<file path="config.mk">
export PLATFORM = sky130hd
export DESIGN_NAME = CRC32_D32
export DESIGN_NICKNAME = d
export VERILOG_FILES = /design/src/rtl/eth_crc_pkg.sv /design/src/rtl/CRC32_D32.sv
export SDC_FILE = /design/constraint.sdc
export NUM_CORES = 1
export LEC_CHECK = 0
export BUFFER_PORTS_ARGS = -buffer_cell sky130_fd_sc_hd__buf_2
export CORE_MARGIN = 2
export CORE_UTILIZATION = 52
export DETAILED_ROUTE_END_ITERATION = 16
export GPL_ROUTABILITY_DRIVEN = 0
export PLACE_DENSITY = 0.88
export SLEW_MARGIN = 20
export SYNTH_ARGS = -nofsm -noshare
export SYNTH_HDL_FRONTEND = slang
export SYNTH_SLANG_ARGS = --single-unit
export TNS_END_PERCENT = 20
</file>
<file path="constraint.sdc">
create_clock -name vclk -period 5.8
set_clock_uncertainty 0.1 [all_clocks]
set_input_delay 1.16 -clock vclk [all_inputs]
set_output_delay 1.16 -clock vclk [all_outputs]
set_load 0.05 [all_outputs]
</file>
<file path="src/rtl/eth_crc_pkg.sv">
// rtl/eth_crc_pkg.sv - CRC-32 constants, FCS checker states and bit-order helpers
package eth_crc_pkg;

  localparam logic [31:0] CRC_POLY    = 32'h04C11DB7;
  localparam logic [31:0] CRC_INIT    = 32'hFFFFFFFF;
  localparam logic [31:0] CRC_RESIDUE = 32'hC704DD7B;

  // s_bytes on an eop beat: 00 means all four bytes valid, otherwise the count of low bytes
  localparam logic [1:0] SB_FULL = 2'b00;

  typedef enum logic [1:0] {
    IDLE  = 2'd0,
    FRAME = 2'd1,
    TAIL  = 2'd2,
    DONE  = 2'd3
  } fcs_state_e;

  function automatic logic [7:0] bitrev8(input logic [7:0] v);
    logic [7:0] r;
    for (int i = 0; i < 8; i++) r[i] = v[7-i];
    return r;
  endfunction

  function automatic logic [31:0] bitrev32(input logic [31:0] v);
    logic [31:0] r;
    for (int i = 0; i < 32; i++) r[i] = v[31-i];
    return r;
  endfunction

endpackage

</file>
<file path="src/rtl/CRC32_D32.sv">
// rtl/CRC32_D32.sv - CRC-32 next-state for a 32-bit data word, data[31] shifted in first
module CRC32_D32
  import eth_crc_pkg::*;
(
  input  logic [31:0] crc,
  input  logic [31:0] data,
  output logic [31:0] crc_out
);

  always_comb begin
    crc_out = crc;
    for (int i = 31; i >= 0; i--) begin
      crc_out = {crc_out[30:0], 1'b0} ^ ((crc_out[31] ^ data[i]) ? CRC_POLY : 32'h0);
    end
  end

endmodule

</file>
==> results.sh <==
export IMPL_multi_input_area_sq_um=3420
export IMPL_wl_per_cell_um=17.8
export IMPL_post_route_period_util_pct=100
export IMPL_wl_met1_um=3310
export IMPL_finalInstanceArea_sq_um=4440
export IMPL_synth_cell_type_count=13
export IMPL_num_rows=29
export IMPL_dieWidth_um=84.5
export IMPL_cp_cell_sequence="buf_2 > xnor2_2 > buf_4 > xnor3_2 > xnor3_2 > xnor2_1 > xnor3_2 > xor2_1 > xnor3_1 > xnor2_1 > buf_2"
export IMPL_postSynthAreaPerCell_sq_um=13.4
export IMPL_syn_area_sq_um=3370
export IMPL_clockBufferCount=0
export IMPL_dr_pass1_iters=4
export IMPL_rsz0062_at_grt="yes"
export IMPL_maxSlewViolCount=0
export IMPL_die_area_sq_um=7150
export IMPL_cp_top_family="XOR/XNOR gates"
export IMPL_die_h_um=84.5
export IMPL_critical_path_slowest_cell="xnor3_2"
export IMPL_io_buffers=96
export IMPL_seq_cells=0
export IMPL_start_kind="input pin"
export IMPL_via_per_inst=4.89
export IMPL_yosysWarningCount=0
export IMPL_dp_cells=479
export IMPL_cp_required_ns=4.54
export IMPL_grt_pass1_vias=2680
export IMPL_antennaDiodeCount=0
export IMPL_status="finished, violations left"
export IMPL_slew_headroom_pct=60.7
export IMPL_final_common_cell="xnor2_1"
export IMPL_routed_top_layer="met4"
export IMPL_end_kind="output pin"
export IMPL_pin_count=96
export IMPL_antenna_left=0
export IMPL_nFillCells=448
export IMPL_drc=0
export IMPL_grt_antenna_before_repair=0
export IMPL_instances_no_fill=479
export IMPL_min_period_ns=5.82
export IMPL_cp_arrival_ns=4.56
export IMPL_tightestPinTransition_ns=0.586
export IMPL_syn_num_nets=315
export IMPL_dpl_hpwl_um=7620
export IMPL_grt_util_all_layers_pct=25.0
export IMPL_wirelength_um=8540
export IMPL_crit_type="in -> out"
export IMPL_slowest_delay_ns=0.50
export IMPL_syn2layout_area_growth_pct=31.5
export IMPL_grt_overflow_total=0
export IMPL_synthCells=251
export IMPL_drive_gt1_share_pct=52.2
export IMPL_crit_path_frequent_cell="xnor3_2"
export IMPL_wl_met2_um=4530
export IMPL_preCtsSetupSlack_ns=-0.0919
export IMPL_holdWs_ns=3.12
export IMPL_grt_pass1_wl_um=13900
export IMPL_clock_fmax_mhz=172
export IMPL_cp_max_fo=5
export IMPL_fin_ws_ns=-0.0161
export IMPL_placed_area_sq_um=4380
export IMPL_crit_buf_inv=3
export IMPL_core_area_sq_um=6310
export IMPL_violations="negative setup slack"
export IMPL_setup_viol=2
export IMPL_min_path_type="in -> out"
export IMPL_yosysSeqAreaShare_pct=0
export IMPL_start_util_pct=53.4
export IMPL_drt_first_iter_violations=103
export IMPL_vias=2343
export IMPL_ff_latch_area_sq_um=0
export IMPL_final_nets=468
export IMPL_grt_max_degree=8
export IMPL_routed_wl_met3_um=634
export IMPL_layout_common_cells="xnor2_1, buf_2, buf_4"
export IMPL_drv_cap=0
export IMPL_hold_viol_final=0
## what timing repair did
| action | in CTS | in global routing |
|---|---|---|
| setup endpoints to repair | 10 | 14 |
| buffers inserted | 0 | 0 |
| pin swaps | 4 | 3 |
| gates resized for setup | 3 | 9 |
| hold buffers | 0 | 0 |
## logic make-up after synthesis
logic type | Yosys count | synth area share [%]
buffers and inverters | 3 | 0.593
xor gates and xnor gates | 248 | 99.4
## cell usage after synthesis
cell type,instances,area share (%)
buf_2,1,0.15
xnor2_2,15,7.2
xnor2_1,122,32
xor2_1,36,9.3
xor2_4,1,0.82
xnor3_1,41,27
xor2_2,6,2.9
inv_1,1,0.11
buf_6,1,0.33
xor3_2,1,0.74
xnor2_4,9,7.3
xnor3_2,14,9.9
xor3_1,3,2.1
## layer usage
| metal | vias up | GRT usage [%] |
|---|---|---|
| li1 | 1115 | - |
| met4 | 0 | 1.44 |
| met1 | 1127 | 32.8 |
| met2 | 95 | 47.2 |
| met5 | - | 0 |
| met3 | 6 | 2.06 |
## final timing paths
path / from / to / slack (ns) / depth (start not counted)
min: data[17] / crc_out[27] / 3.12 / 7
max: data[28] / crc_out[15] / -0.02 / 11
## final cells by class
type / instances / share of cell area, %
multi-input cells: 248 / 77.2
repair buffers: 153 / 20.6
well taps: 77 / 2.17
inverters: 1 / 0.0846
## per-stage QoR
| stage | TNS, ns | utilization [%] |
|---|---|---|
| 2_1_floorplan | -0.834 | - |
| 3_3_place_gp | 0 | 69.3 |
| 3_5_place_dp | -0.384 | 69.3 |
| 4_1_cts | -0.0268 | 69.6 |
| 5_1_grt | -0.379 | 70.3 |
| 6_report | -0.0313 | 70.3 |
Power is not shown: default switching activity piles up to over one toggle a cycle in this logic, so the estimate is an artifact.
